### src/rtl/prog_sequencer.sv
// Run controller for the 9-bit accumulator core: program counter, Start/Done handshake and write qualification.
// Optional watchdog enabled by defining PROG_SEQ_WATCHDOG_EN.
module prog_sequencer #(
    parameter int unsigned PC_W       = 10,
    parameter int unsigned START_ADDR = 0,
    parameter int unsigned LOAD_STALL = 1,
    parameter int unsigned CYC_W      = 16
) (
    input  logic             Clk,
    input  logic             Reset_n,
    input  logic             Start,
    input  logic             Branch,
    input  logic             Cond,
    input  logic             MemToReg,
    input  logic             Ack,
    input  logic [PC_W-1:0]  Target,
    output logic [PC_W-1:0]  ProgCtr,
    output logic             ExecEn,
    output logic             Done,
    output logic [CYC_W-1:0] CycleCnt,
    output logic             Timeout
);

    localparam int unsigned STALL_W = (LOAD_STALL > 1) ? $clog2(LOAD_STALL + 1) : 1;
    localparam logic [STALL_W-1:0] STALL_LOAD = STALL_W'(LOAD_STALL);
    localparam logic [STALL_W-1:0] STALL_LAST = STALL_W'(1);
    localparam logic [PC_W-1:0]    PC_START   = PC_W'(START_ADDR);
    localparam logic [CYC_W-1:0]   CYC_MAX    = '1;
    localparam bit                 HAS_STALL  = (LOAD_STALL > 0);

    typedef enum logic [1:0] {
        S_IDLE,
        S_RUN,
        S_STALL,
        S_DONE
    } state_t;

    state_t             state_q, state_d;
    logic [STALL_W-1:0] stall_q, stall_d;
    logic [PC_W-1:0]    pc_d;
    logic [CYC_W-1:0]   cyc_d;
    logic [CYC_W-1:0]   cyc_inc;
    logic               done_d;
    logic               tmo_d;
    logic               wdog_hit;

    // Cycle counter saturates rather than wrapping
    assign cyc_inc = (CycleCnt == CYC_MAX) ? CycleCnt : CycleCnt + CYC_W'(1);

`ifdef PROG_SEQ_WATCHDOG_EN
    assign wdog_hit = (CycleCnt == CYC_MAX);
`else
    assign wdog_hit = 1'b0;
`endif

    // State and datapath registers
    always_ff @(posedge Clk or negedge Reset_n) begin
        if (!Reset_n) begin
            state_q  <= S_IDLE;
            stall_q  <= '0;
            ProgCtr  <= PC_START;
            CycleCnt <= '0;
            Done     <= 1'b0;
            Timeout  <= 1'b0;
        end else begin
            state_q  <= state_d;
            stall_q  <= stall_d;
            ProgCtr  <= pc_d;
            CycleCnt <= cyc_d;
            Done     <= done_d;
            Timeout  <= tmo_d;
        end
    end

    // Next-state and next-datapath logic
    always_comb begin
        state_d = state_q;
        stall_d = stall_q;
        pc_d    = ProgCtr;
        cyc_d   = CycleCnt;
        tmo_d   = Timeout;
        case (state_q)
            S_IDLE: begin
                if (Start) begin
                    state_d = S_RUN;
                    pc_d    = PC_START;
                    cyc_d   = '0;
                    tmo_d   = 1'b0;
                end
            end
            S_RUN: begin
                cyc_d = cyc_inc;
                if (wdog_hit) begin
                    state_d = S_DONE;
                    tmo_d   = 1'b1;
                end else if (Ack) begin
                    state_d = S_DONE;
                end else if (HAS_STALL && MemToReg) begin
                    state_d = S_STALL;
                    stall_d = STALL_LOAD;
                end else if (Branch && Cond) begin
                    pc_d = Target;
                end else begin
                    pc_d = ProgCtr + PC_W'(1);
                end
            end
            S_STALL: begin
                cyc_d = cyc_inc;
                if (wdog_hit) begin
                    state_d = S_DONE;
                    tmo_d   = 1'b1;
                    stall_d = '0;
                end else if (stall_q == STALL_LAST) begin
                    state_d = S_RUN;
                    stall_d = '0;
                    pc_d    = ProgCtr + PC_W'(1);
                end else begin
                    stall_d = stall_q - STALL_W'(1);
                end
            end
            S_DONE: begin
                if (!Start) begin
                    state_d = S_IDLE;
                end
            end
            default: begin
                state_d = S_IDLE;
            end
        endcase
        done_d = (state_d == S_DONE);
    end

    // Write qualification; the halt word and pending loads suppress writes
    always_comb begin
        ExecEn = 1'b0;
        case (state_q)
            S_RUN:   ExecEn = !Ack && !(HAS_STALL && MemToReg);
            S_STALL: ExecEn = (stall_q == STALL_LAST);
            default: ExecEn = 1'b0;
        endcase
    end

endmodule

### config.mk
export PLATFORM = sky130hd
export DESIGN_NAME = prog_sequencer
export DESIGN_NICKNAME = d
export VERILOG_FILES = /design/src/rtl/prog_sequencer.sv
export SDC_FILE = /design/constraint.sdc
export NUM_CORES = 1
export LEC_CHECK = 0
export BUFFER_PORTS_ARGS = -buffer_cell sky130_fd_sc_hd__buf_4
export CAP_MARGIN = 40
export CORE_MARGIN = 4
export CORE_UTILIZATION = 55
export CTS_CLUSTER_SIZE = 30
export DETAILED_ROUTE_END_ITERATION = 7
export GPL_ROUTABILITY_DRIVEN = 0
export PLACE_DENSITY = 0.8
export SYNTH_ARGS = -nofsm -noshare
export SYNTH_HDL_FRONTEND = slang
export SYNTH_SLANG_ARGS = --single-unit
### constraint.sdc
create_clock -name Clk -period 4.4 [get_ports Clk]
set_clock_uncertainty 0.15 [all_clocks]
set_input_delay 0.44 -clock Clk [delete_from_list [all_inputs] [get_ports Clk]]
set_output_delay 0.44 -clock Clk [all_outputs]
set_load 0.02 [all_outputs]
; ---- Yosys cells after proc, flatten, opt, wreduce, memory -nomap -nowiden
; Index checks and enable logic that the tools add are counted.
[totals]
register_bits = 30
input_bits = 17
output_inout_bits = 29
wordCells = 51
[op_classes]
add_sub_neg = 3
n_mux = 20
n_reduce_logical = 12
n_eq_ne = 11
[ops]
columns = operator, count
row1 = two-way mux 10 bit, 5
row2 = two-way mux 16 bit, 2
row3 = one-hot mux 16 bit (2 select lines), 1
row4 = one-hot mux 10 bit (3 select lines), 1
row5 = adder 16 x 1 -> 16 bit (second input constant), 1
row6 = == test 16 bit (second input constant), 1
row7 = inequality test 2 bit (second input constant), 6
row8 = adder 10 x 1 -> 10 bit (second input constant), 1
row9 = two-way mux 2 bit, 5
row10 = one-hot mux 2 bit (4 select lines), 1
row11 = == test 2 bit (second input constant), 3
row12 = AND reduction 3 bit, 2
row13 = AND reduction 5 bit, 1
row14 = one-hot mux 1 bit (2 select lines), 2
row15 = nonzero test 2 bit, 2
row16 = two-way mux 1 bit, 3
row17 = nonzero test 3 bit, 1
row18 = == test 2 x 1 -> 1 bit (second input constant), 1
row19 = logical AND 1 bit, 2
row20 = zero test 1 bit, 2
row21 = zero test 2 bit, 1
row22 = OR reduction 2 bit, 1
row23 = subtractor 1 bit (second input constant), 1

; ---- Longest topological paths before layout
[depth]
depth_word = 5
ltp_mapped = 8
ltp_nobuf = 6

; ---- Worst setup path before layout
; OpenSTA, ideal clock, no wires.
[synth_path]
path_type = reg2reg
start = reg CycleCnt[0]
end = reg CycleCnt[0]
path_buffers = 0
path_stages_with_launch = 6
setup_slack_ns = 2.049
t_required_ns = 4.125
arrival_ns = 2.076
cell_sequence = dfrtp_1 ha_1 inv_1 or3_4 o41ai_4 mux2_4
[synth_between]
elab_chain_cells = 3
[synth_lines]
columns = item, line
row1 = from (decl), 20  ; output logic [CYC_W-1:0] CycleCnt,
row2 = from (signal assigned), 69  ; CycleCnt <= cyc_d;
row3 = adder 16 x 1 -> 16 bit or == test 16 bit (tied branches), 48  ; assign cyc_inc = (CycleCnt == CYC_MAX) ? CycleCnt : CycleCnt + CYC_W'(1);
row4 = two-way mux 16 bit or inequality test 2 bit (tied branches), n/a
row5 = one-hot mux 16 bit (2 select lines) or AND reduction 3 bit (tied branches), n/a
; Several ways; a longest one is shown, not always the timed one. The select of a mux whose other input is x is not followed.
; A chain may end at the register's enable or synchronous reset.

; ---- Worst setup path in the final report
; Same ends and word-level chain as after synthesis.

==> results.json <==
{
  "grt_first_pass_wirelength_microns": 7307,
  "ctsRootBufferMaster": "clkbuf_4",
  "synth-edff-count": 0,
  "vias": 1818,
  "p_int_w": 0.0007335,
  "crit_type": "flip-flop to flip-flop",
  "fin_crit_sh_pct": 62.18,
  "synth_cells": 210,
  "crit_required_ns": 4.47,
  "antenna_found_initial": 0,
  "reg2reg_depth": 5,
  "yosys_warnings": 0,
  "drc": 0,
  "switching_power_w": 0.0007150,
  "path_cells": "ha_1, inv_1, or3_4, o41ai_4, mux2_4",
  "start_util_pct": 57.74,
  "first_pass_iters": 5,
  "nFillCells": 275,
  "cts.clk_slew.worst_paths_ns": 0.09,
  "cts_tree": "yes",
  "final-setup-viol-count": 0,
  "first_global_vias": 1588,
  "die_area_sq_um": 4545,
  "fin_setup_tns_ns": 0,
  "finalHoldViolations": 0,
  "placementRows": 21,
  "layout_commonest_cell": "buf_4",
  "seqPwrFrac_pct": 30.3,
  "critical_path.startpoint_type": "flip-flop",
  "min_to": "ProgCtr[7]",
  "pin_count": 46,
  "die_y_microns": 67.42,
  "synth_top_area_share_pct": 38.66,
  "hp-class": "input port to flip-flop",
  "ys_seq_elements": 30,
  "crit_fanout": 15,
  "wl_per_cell_microns": 15.37,
  "clk_latency_ns": 0.32,
  "report.final.slew_viol_count": 0,
  "ys.flop_type": "dfrtp_1",
  "rsz0062_at_grt": "false",
  "track_usage_pct": 21.52,
  "syn_nets": 233,
  "overflow": 0,
  "grt_max_degree": 31,
  "cts_buffers": 5,
  "ant_nets": 0,
  "slew_headroom_pct": 37.94,
  "max-cap-violations": 0,
  "clkPwrFrac_pct": 10.3,
  "combPwrFrac_pct": 59.3,
  "avgViaCountPerCell": 6.080,
  "place_hpwl_microns": 3358,
  "cp.arrival_ns": 2.80,
  "cpPeakStageDelay_ns": 0.89,
  "worstReg2RegEnd": "CycleCnt[0]",
  "status": "completed",
  "nets": 276,
  "area_growth_pct": 20.62,
  "rrSetupSlack_ns": 1.66,
  "power_w": 0.001449,
  "synth_area_per_cell_sq_um": 9.247,
  "min_path_cells": 3,
  "max_freq_mhz": 365.5,
  "yosysTopAreaCell": "dfrtp_1",
  "synth_cell_types": 54,
  "layout_min_cycle_time_ns": 2.736,
  "r2r-start": "CycleCnt[0]",
  "p_sw_share_pct": 49.36,
  "synth_area_sq_um": 1942,
  "clk_path_buf_depth": 2,
  "clock-sinks": 30,
  "synth_seq_area_share_pct": 38.66,
  "io_buffers": 44,
  "min-delay-start": "Target[7]",
  "cpMaxStageDelayCell": "o41ai_4",
  "n_antenna_cell": 0,
  "async_flop_share_pct": 100.0,
  "die_w_microns": 67.42,
  "htree_num_levels": 2,
  "drive_gt1_share_pct": 22.53,
  "worst_ir_drop_vdd_mv": 0.5487,
  "power_per_cell_area_nw_per_um2": 618.4,
  "ys_top_cells_by_area": "dfrtp_1, mux2i_1, o2bb2ai_1",
  "endpoint_kind": "flip-flop",
  "post_cts_buffers": 0,
  "wirelength_microns": 4597,
  "mostFrequentLayoutCells": "buf_4, dfrtp_1, nand2_1",
  "leakagePower_nw": 1.057,
  "drtIter0Drc": 173,
  "core_sq_um": 3363,
  "worst_pin_slew_ns": 0.9278
}
==> routing by layer <==
metal	vias to the layer above	global-route usage, %	wire length, microns
met4	0	5.316	15
met1	839	29.49	2073
met3	2	6.822	367
met2	89	33.01	2140
met5	-	0	0
li1	888	-	-
==> critical path, delay by kind of cell (launching register included) <==
kind | cells | cell delay (ns)
flops | 1 | 0.44
buf+inv | 1 | 0.12
compound gates | 1 | 0.89
fa+ha+maj | 1 | 0.26
mux | 1 | 0.35
simple gates | 1 | 0.43
==> cell type report <==
type	count	area (sq um)	share of cell area (%)
tap	46	57.56	2.457
sequential	30	750.7	32.05
timing repair buffer	46	347.8	14.85
clock buffer	7	45.04	1.923
inverter	13	48.80	2.083
multi-input combinational	157	1092	46.63
==> stage by stage <==
| stage | instance area, sq um | utilization [%] | setup WS, ns | std cells | hold slack, ns |
|---|---|---|---|---|---|
| 6_report | 2342 | 69.64 | 1.664 | 299 | 0.2453 |
| 4_1_cts | 2342 | 69.64 | 1.664 | 299 | 0.2397 |
| 3_3_place_gp | 2280 | 67.78 | 1.711 | 290 | 0.2405 |
| 3_5_place_dp | 2287 | 68.01 | 1.676 | 291 | 0.2414 |
| 5_1_grt | 2342 | 69.64 | 1.516 | 299 | 0.2284 |
| 2_1_floorplan | 1942 | - | 2.049 | 210 | -0.005591 |
==> power groups by stage <==
| stage | registers [W] | logic [W] | clock network (W) |
|---|---|---|---|
| finish | 0.000439 | 0.000860 | 0.000150 |
| global route | 0.000452 | 0.000946 | 0.000172 |
| CTS | 0.000437 | 0.000860 | 0.000157 |
| detailed placement | 0.000443 | 0.000855 | 0 |
| global placement | 0.000439 | 0.000832 | 0 |
| floorplan | 0.000483 | 0.000581 | 0 |
==> how the worst max path moves through the flow <==
| stage | cells after the start | end | start | slack, ns |
|---|---|---|---|---|
| detailed placement | 5 | CycleCnt[0] | CycleCnt[0] | 1.68 |
| global route | 5 | CycleCnt[0] | CycleCnt[0] | 1.52 |
| floorplan | 5 | CycleCnt[0] | CycleCnt[0] | 2.05 |
| CTS | 5 | CycleCnt[0] | CycleCnt[0] | 1.66 |
| finish | 5 | CycleCnt[0] | CycleCnt[0] | 1.66 |
| global placement | 5 | CycleCnt[0] | CycleCnt[0] | 1.71 |
==> flip-flops by register name, indices dropped and copies added, names as in the netlist <==
name      count
CycleCnt     16
ProgCtr      10
state_q       2
Done          1
stall_q       1
==> cell families after synthesis <==
| kind of cell | synth area share (%) |
|---|---|
| flops | 38.66 |
| simple gates | 21.65 |
| xor+xnor | 0.9022 |
| other cells | 0.1931 |
| compound gates | 23.65 |
| mux | 5.992 |
| fa+ha+maj | 3.866 |
| buf+inv | 5.090 |
==> repair_timing <==
action / 4_1_cts / 5_1_grt
hold buffers: 1 / 0
gates resized for setup: 0 / 0
endpoints found under the hold margin: 30 / 0
==> synthesized netlist by cell type, drive strengths merged (2+ instances only) <==
master / n
dfrtp: 30
nand2: 18
inv: 13
nand3: 11
o21ai: 11
o2bb2ai: 10
mux2i: 9
nor2: 9
clkbuf: 7
nand4: 7
nor3: 7
a31oi: 6
ha: 6
a21oi: 5
nor4: 5
or4: 4
a22oi: 3
and3: 3
buf: 3
o22ai: 3
or2: 3
or3: 3
a21boi: 2
a21o: 2
a2bb2oi: 2
a41oi: 2
and4b: 2
mux2: 2
nand2b: 2
o211ai: 2
o31a: 2
o41ai: 2
xnor2: 2
(Power assumes the default switching activity.)
